===== src/rtl/hazard_unit_mc_pkg.sv =====
// Shared hazard-unit encodings: EX result source, forward select values, miss FSM states.
package hazard_unit_mc_pkg;

  localparam logic [2:0] RESULT_MEM_DATA = 3'd1;
  localparam int         NO_FORWARD      = 0;

  typedef enum logic [1:0] {
    RUN     = 2'd0,
    IC_WAIT = 2'd1,
    DC_WAIT = 2'd2
  } hz_state_t;

endpackage


===== src/rtl/hazard_unit_mc_scoreboard.sv =====
// Multi-cycle unit tracker: per-register busy bits, latency countdown, busy/done flags.
// Done is held while the writeback stage is stalled and fires on the first free cycle.
module hazard_unit_mc_scoreboard
  import hazard_unit_mc_pkg::*;
#(
  parameter int MC_LAT = 8
) (
  input  logic        clk,
  input  logic        rst,
  input  logic        start,
  input  logic [4:0]  start_rd,
  input  logic        hold,
  output logic [31:0] regs,
  output logic        busy,
  output logic        done
);

  localparam int CW = $clog2(MC_LAT);

  logic [CW-1:0] count;
  logic          pending;
  logic [4:0]    op_rd;
  logic [31:0]   regs_next;

  assign busy = start | (count != '0);
  assign done = pending & (count == '0) & ~hold;

  always_comb begin
    regs_next = regs;
    if (done) regs_next[op_rd] = 1'b0;
    // x0 is never tracked so it can never cause a dependency stall
    if (start && start_rd != 5'd0) regs_next[start_rd] = 1'b1;
  end

  always_ff @(posedge clk or posedge rst) begin
    if (rst) begin
      count   <= '0;
      pending <= 1'b0;
      op_rd   <= 5'd0;
      regs    <= '0;
    end else begin
      if (start) begin
        count <= CW'(MC_LAT - 1);
        op_rd <= start_rd;
      end else if (count != '0) begin
        count <= count - CW'(1);
      end
      if (start) pending <= 1'b1;
      else if (done) pending <= 1'b0;
      regs <= regs_next;
    end
  end

endmodule


===== src/rtl/hazard_unit_mc.sv =====
// Hazard unit: GPR/CSR forwarding, load-use and multi-cycle stalls, cache-miss FSM, stall counter.
module hazard_unit_mc
  import hazard_unit_mc_pkg::*;
#(
  parameter int NUM_FWD = 2,
  parameter int FWD_W   = $clog2(NUM_FWD + 1),
  parameter int MC_LAT  = 8,
  parameter int CNT_W   = 32
) (
  input  logic                  clk_i,
  input  logic                  reset_i,
  input  logic                  instr_hit_fi_i,
  input  logic                  ic_repl_permit_i,
  input  logic                  dc_miss_mem_i,
  input  logic                  dc_ready_i,
  input  logic [4:0]            rs1_de_i,
  input  logic [4:0]            rs2_de_i,
  input  logic [4:0]            rd_de_i,
  input  logic [4:0]            rs1_ex_i,
  input  logic [4:0]            rs2_ex_i,
  input  logic [4:0]            rd_ex_i,
  input  logic [2:0]            result_src_ex_i,
  input  logic                  mc_start_ex_i,
  input  logic [11:0]           csr_addr_ex_i,
  input  logic [1:0]            pc_src_i,
  input  logic [1:0]            pc_src_reg_i,
  input  logic [NUM_FWD*5-1:0]  rd_fwd_i,
  input  logic [NUM_FWD-1:0]    reg_write_fwd_i,
  input  logic [NUM_FWD*12-1:0] csr_addr_fwd_i,
  input  logic [NUM_FWD-1:0]    csr_we_fwd_i,
  output logic                  stall_fi_o,
  output logic                  stall_de_o,
  output logic                  stall_ex_o,
  output logic                  stall_mem_o,
  output logic                  stall_wb_o,
  output logic                  flush_de_o,
  output logic                  flush_ex_o,
  output logic [FWD_W-1:0]      forward_a_ex_o,
  output logic [FWD_W-1:0]      forward_b_ex_o,
  output logic [FWD_W-1:0]      forward_csr_ex_o,
  output logic                  mc_busy_o,
  output logic                  mc_done_o,
  output logic [CNT_W-1:0]      stall_cycles_o
);

  hz_state_t   state, state_next;
  logic [31:0] sb_regs;
  logic        load_stall, mc_stall, hazard;
  logic        dc_active, ic_active;
  logic        unused_pc_bits;

  assign unused_pc_bits = ^{pc_src_i[0], pc_src_reg_i[0]};

  // Iterating oldest to youngest lets the youngest matching stage win
  always_comb begin
    forward_a_ex_o   = FWD_W'(NO_FORWARD);
    forward_b_ex_o   = FWD_W'(NO_FORWARD);
    forward_csr_ex_o = FWD_W'(NO_FORWARD);
    for (int k = NUM_FWD; k >= 1; k--) begin
      if (reg_write_fwd_i[k-1] && rs1_ex_i != 5'd0 && rd_fwd_i[(k-1)*5 +: 5] == rs1_ex_i)
        forward_a_ex_o = FWD_W'(k);
      if (reg_write_fwd_i[k-1] && rs2_ex_i != 5'd0 && rd_fwd_i[(k-1)*5 +: 5] == rs2_ex_i)
        forward_b_ex_o = FWD_W'(k);
      if (csr_we_fwd_i[k-1] && csr_addr_fwd_i[(k-1)*12 +: 12] == csr_addr_ex_i)
        forward_csr_ex_o = FWD_W'(k);
    end
  end

  hazard_unit_mc_scoreboard #(.MC_LAT(MC_LAT)) u_mc_scoreboard (
    .clk      (clk_i),
    .rst      (reset_i),
    .start    (mc_start_ex_i),
    .start_rd (rd_ex_i),
    .hold     (stall_wb_o),
    .regs     (sb_regs),
    .busy     (mc_busy_o),
    .done     (mc_done_o)
  );

  assign load_stall = (result_src_ex_i == RESULT_MEM_DATA) && (rd_ex_i != 5'd0) &&
                      ((rd_ex_i == rs1_de_i) || (rd_ex_i == rs2_de_i));
  assign mc_stall   = sb_regs[rs1_de_i] | sb_regs[rs2_de_i] | sb_regs[rd_de_i] |
                      (mc_start_ex_i && (rd_ex_i != 5'd0) &&
                       ((rd_ex_i == rs1_de_i) || (rd_ex_i == rs2_de_i)));
  assign hazard     = load_stall | mc_stall;

  // Miss stalls take effect in the entry cycle and release in the completion cycle
  assign dc_active = ((state == DC_WAIT) && !dc_ready_i) || ((state == RUN) && dc_miss_mem_i);
  assign ic_active = !dc_active && !instr_hit_fi_i;

  always_comb begin
    state_next = state;
    case (state)
      RUN:     if (dc_miss_mem_i) state_next = DC_WAIT;
               else if (!instr_hit_fi_i) state_next = IC_WAIT;
      IC_WAIT: if (instr_hit_fi_i) state_next = RUN;
      DC_WAIT: if (dc_ready_i) state_next = instr_hit_fi_i ? RUN : IC_WAIT;
      default: state_next = RUN;
    endcase
  end

  always_ff @(posedge clk_i or posedge reset_i) begin
    if (reset_i) state <= RUN;
    else         state <= state_next;
  end

  always_comb begin
    stall_fi_o  = hazard;
    stall_de_o  = hazard;
    stall_ex_o  = 1'b0;
    stall_mem_o = 1'b0;
    stall_wb_o  = 1'b0;
    if (dc_active) begin
      stall_fi_o  = 1'b1;
      stall_de_o  = 1'b1;
      stall_ex_o  = 1'b1;
      stall_mem_o = 1'b1;
      stall_wb_o  = 1'b1;
    end else if (ic_active) begin
      stall_fi_o  = ~pc_src_reg_i[1];
      stall_de_o  = 1'b1;
      stall_ex_o  = 1'b1;
      stall_mem_o = 1'b1;
      stall_wb_o  = 1'b1;
    end
  end

  assign flush_de_o = pc_src_i[1] & ~dc_active;
  assign flush_ex_o = (pc_src_i[1] & (ic_repl_permit_i | pc_src_reg_i[1])) |
                      (hazard & ~dc_active & ~ic_active);

  always_ff @(posedge clk_i or posedge reset_i) begin
    if (reset_i) stall_cycles_o <= '0;
    else if (stall_de_o && stall_cycles_o != '1) stall_cycles_o <= stall_cycles_o + CNT_W'(1);
  end

endmodule


===== config.mk =====
export PLATFORM = sky130hd
export DESIGN_NAME = hazard_unit_mc
export DESIGN_NICKNAME = d
export VERILOG_FILES = /design/src/rtl/hazard_unit_mc_pkg.sv /design/src/rtl/hazard_unit_mc_scoreboard.sv /design/src/rtl/hazard_unit_mc.sv
export SDC_FILE = /design/constraint.sdc
export NUM_CORES = 1
export LEC_CHECK = 0
export CAP_MARGIN = 40
export CORE_MARGIN = 5
export CORE_UTILIZATION = 45
export CTS_CLUSTER_SIZE = 24
export DETAILED_ROUTE_END_ITERATION = 16
export PLACE_DENSITY = 0.8
export SLEW_MARGIN = 10
export SYNTH_ARGS = -nofsm -noshare
export SYNTH_HDL_FRONTEND = slang
export SYNTH_SLANG_ARGS = --single-unit

===== constraint.sdc =====
create_clock -name clk_i -period 5.9 [get_ports clk_i]
set_input_delay 0.885 -clock clk_i [delete_from_list [all_inputs] [get_ports clk_i]]
set_output_delay 0.885 -clock clk_i [all_outputs]
set_load 0.02 [all_outputs]

==> out/metrics.yaml <==
firstDrtPassIters: 5
ant_nets: 0
maxSlewViolCount: 0
worst_slew_pin_slew_ns: 0.8581
drive_gt1_share_pct: 8.824
path_class: "in2out"
highest_layer: "met4"
synth_common_cells: "dfrtp_1, o21ai_0, xnor2_1"
yosysMostFrequentCell: "dfrtp_1"
worstPathArrival_ns: 3.93
synth_edf_count: 0
ioPinCount: 141
rr_worst_depth: 7
nets: 772
pre_cts_slack_ns: 1.080
slew-limit-headroom_pct: 42.58
vias: 4815
fin_ws_ns: 1.086
wl_met3_um: 888
status: "finished clean"
critPathMostFrequentCell: "clkdlybuf4s50_1"
post_cts_buffers: 0
fillers: 906
synth_area_leaders: "dfrtp_1, xnor2_1, mux2i_1, o21ai_0, xor2_1"
ys_seq_area_share_pct: 36.07
clock_path_buffers: 2
routedWlPerCell_um: 18.52
worstHoldPathType: "reg2reg"
grt_pass1_wl_um: 25070
cts.sink_count: 75
synth_area_per_cell_um2: 9.496
die_area_mm2: 0.01381
cts_hold_buf: 0
synth_top_area_share_pct: 36.07
cp.required_ns: 5.02
hpwlAfterDp_um: 11760
tritoncts: "built"
crit_path_top_delay_cell: "clkdlybuf4s50_1"
yosysUniqueCellTypes: 56
grt_max_degree: 52
hold_viol: 0
utilization_pct: 61.54
ir_worst_vdd_mv: 0.1392
path_cells: "clkdlybuf4s50_1 > mux2_2 > o311ai_0 > o21ai_0 > nor4_4 > and2_2 > mux2i_1 > or2_1 > clkdlybuf4s50_1"
clock_latency_ns: 0.33
power.leakage_nw: 2.705
worst-path-buf-inv: 2
die_y_um: 117.5
numCtsBuffers: 9
gp_congestion: 0.8562
hold_path_depth: 1
drtIter0Drc: 438
cts-root-buf: "clkbuf_16"
cp_num_cells: 9
skew_ns: 0.007242
viasPerCell: 5.851
dp_cells: 807
timing.hold.ws_ns: 0.4775
critPathMaxStageDelay_ns: 0.79
syn_area_mm2: 0.005204
ys_async_sr_fraction_pct: 100.0
synthFlopType: "dfrtp_1"
met1Wirelength_um: 6274
num_rows: 39
cts.clk_slew.worst_paths_ns: 0.06
grt_pass1_vias: 4941
numPortBuffers: 138
postSynthNetCount: 645
routed-wl-met2_um: 7796
critPathTopFamily: "buffers and inverters"
htree_levels: 3
n_antenna_cell: 0
synth-seq-cells: 75
start_util_pct: 45.77
antenna_found_initial: 0
drc_errors: 0
synth_top_area_cell: "dfrtp_1"
fin_crit_ns: 4.814
path_max_fanout: 12
cts_repair_resize_count: 0
fin_tns_setup_ns: 0
drt_wl_total_um: 15240
yosysWarnings: 0
syn_to_final_growth_pct: 34.46
drv_cap: 0
setup.worst_path.end_class: "output pin"
fmaxAchievable_mhz: 207.7
startpoint_type: "input pin"
powerDensity_mw_per_mm2: 252.4
grtUsageTotal_pct: 21.57
core-area_mm2: 0.01137
syn_inst: 548
grt-ovfl-total: 0
fin_cells: 823
die_x_um: 117.5
period_share_pct: 81.59
setup_viol: 0
rsz0062_at_grt: "false"
[power breakdown]
| group | internal, mW | total [mW] | switching, mW |
|---|---|---|---|
| Combinational | 0.263 | 0.505 | 0.242 |
| Sequential | 0.596 | 0.703 | 0.107 |
| Clock | 0.351 | 0.558 | 0.207 |
[per-layer routing]
metal	vias up	GRT usage [%]
met5	-	0
met4	0	7.312
met3	24	4.325
met2	209	37.94
met1	2359	26.27
li1	2223	-
[cells in the final DEF, fill, tap and decap left out, types with 4 or more instances in the layout]
cell type / synthesis / layout
xnor2_1: 64 / 64
dfrtp_1: 75 / 75
nor2b_1: 11 / 11
nand4_1: 19 / 19
nand3b_1: 9 / 9
mux2_2: 8 / 8
and3_1: 15 / 15
nor4_1: 9 / 9
clkdlybuf4s50_1: 0 / 138
inv_1: 10 / 9
nand2_1: 34 / 34
nor2_1: 20 / 20
nor3_1: 9 / 9
o21ai_0: 65 / 65
nand2b_1: 7 / 7
mux4_2: 4 / 4
a22oi_1: 9 / 9
buf_4: 3 / 6
nand3_2: 16 / 16
clkbuf_16: 0 / 9
xor2_1: 22 / 22
or4_1: 4 / 4
nand3_1: 19 / 19
a21oi_1: 8 / 8
mux2i_1: 41 / 41
[kinds of logic after synthesis]
kind of cell,synth area share [%]
flops,36.07
buf+inv,4.160
compound gates,10.27
xor+xnor,14.47
mux,11.35
fa+ha+maj,0.7214
simple gates,22.96
[path summary, 6_finish.rpt]
check	start	end	slack [ns]
setup / recovery	rs2_de_i[1]	stall_fi_o	1.09
hold / removal	state[0]	state[1]	0.48
setup reg to reg	stall_cycles_o[9]	stall_cycles_o[1]	3.16
hold reg to reg	state[0]	state[1]	0.48
max in group asynchronous	reset_i	u_mc_scoreboard.regs[20]	4.40
min in group asynchronous	reset_i	stall_cycles_o[24]	0.94
[registers in the layout, indices dropped and copies added, names as in the netlist]
register,flops
stall_cycles_o,32
u_mc_scoreboard.count,3
u_mc_scoreboard.op_rd,5
u_mc_scoreboard.regs,32
state,2
u_mc_scoreboard.pending,1
[worst reg2reg max path, delay by kind of cell (launching register included)]
family           cells  cell delay (ns)
and+or+nand+nor      6             1.85
muxes                1             0.34
DFF                  1             0.42
[area by class of cell]
type | instances | area (µm²) | area share (%)
Multi-Input combinational cell | 433 | 3110 | 44.46
Sequential cell | 75 | 1877 | 26.82
Timing Repair Buffer | 146 | 1481 | 21.17
Clock buffer | 11 | 252.7 | 3.612
Tap cell | 143 | 178.9 | 2.557
Clock inverter | 5 | 58.81 | 0.8405
Inverter | 10 | 37.54 | 0.5365
[through the flow]
step | instance area (µm²) | total power [mW]
floorplan | 5204 | 0.9834
global placement | 6630 | 1.185
detailed placement | 6685 | 1.210
CTS | 6997 | 1.769
global route | 6997 | 1.856
finish | 6997 | 1.766
Power figures use the tool's default switching activity.
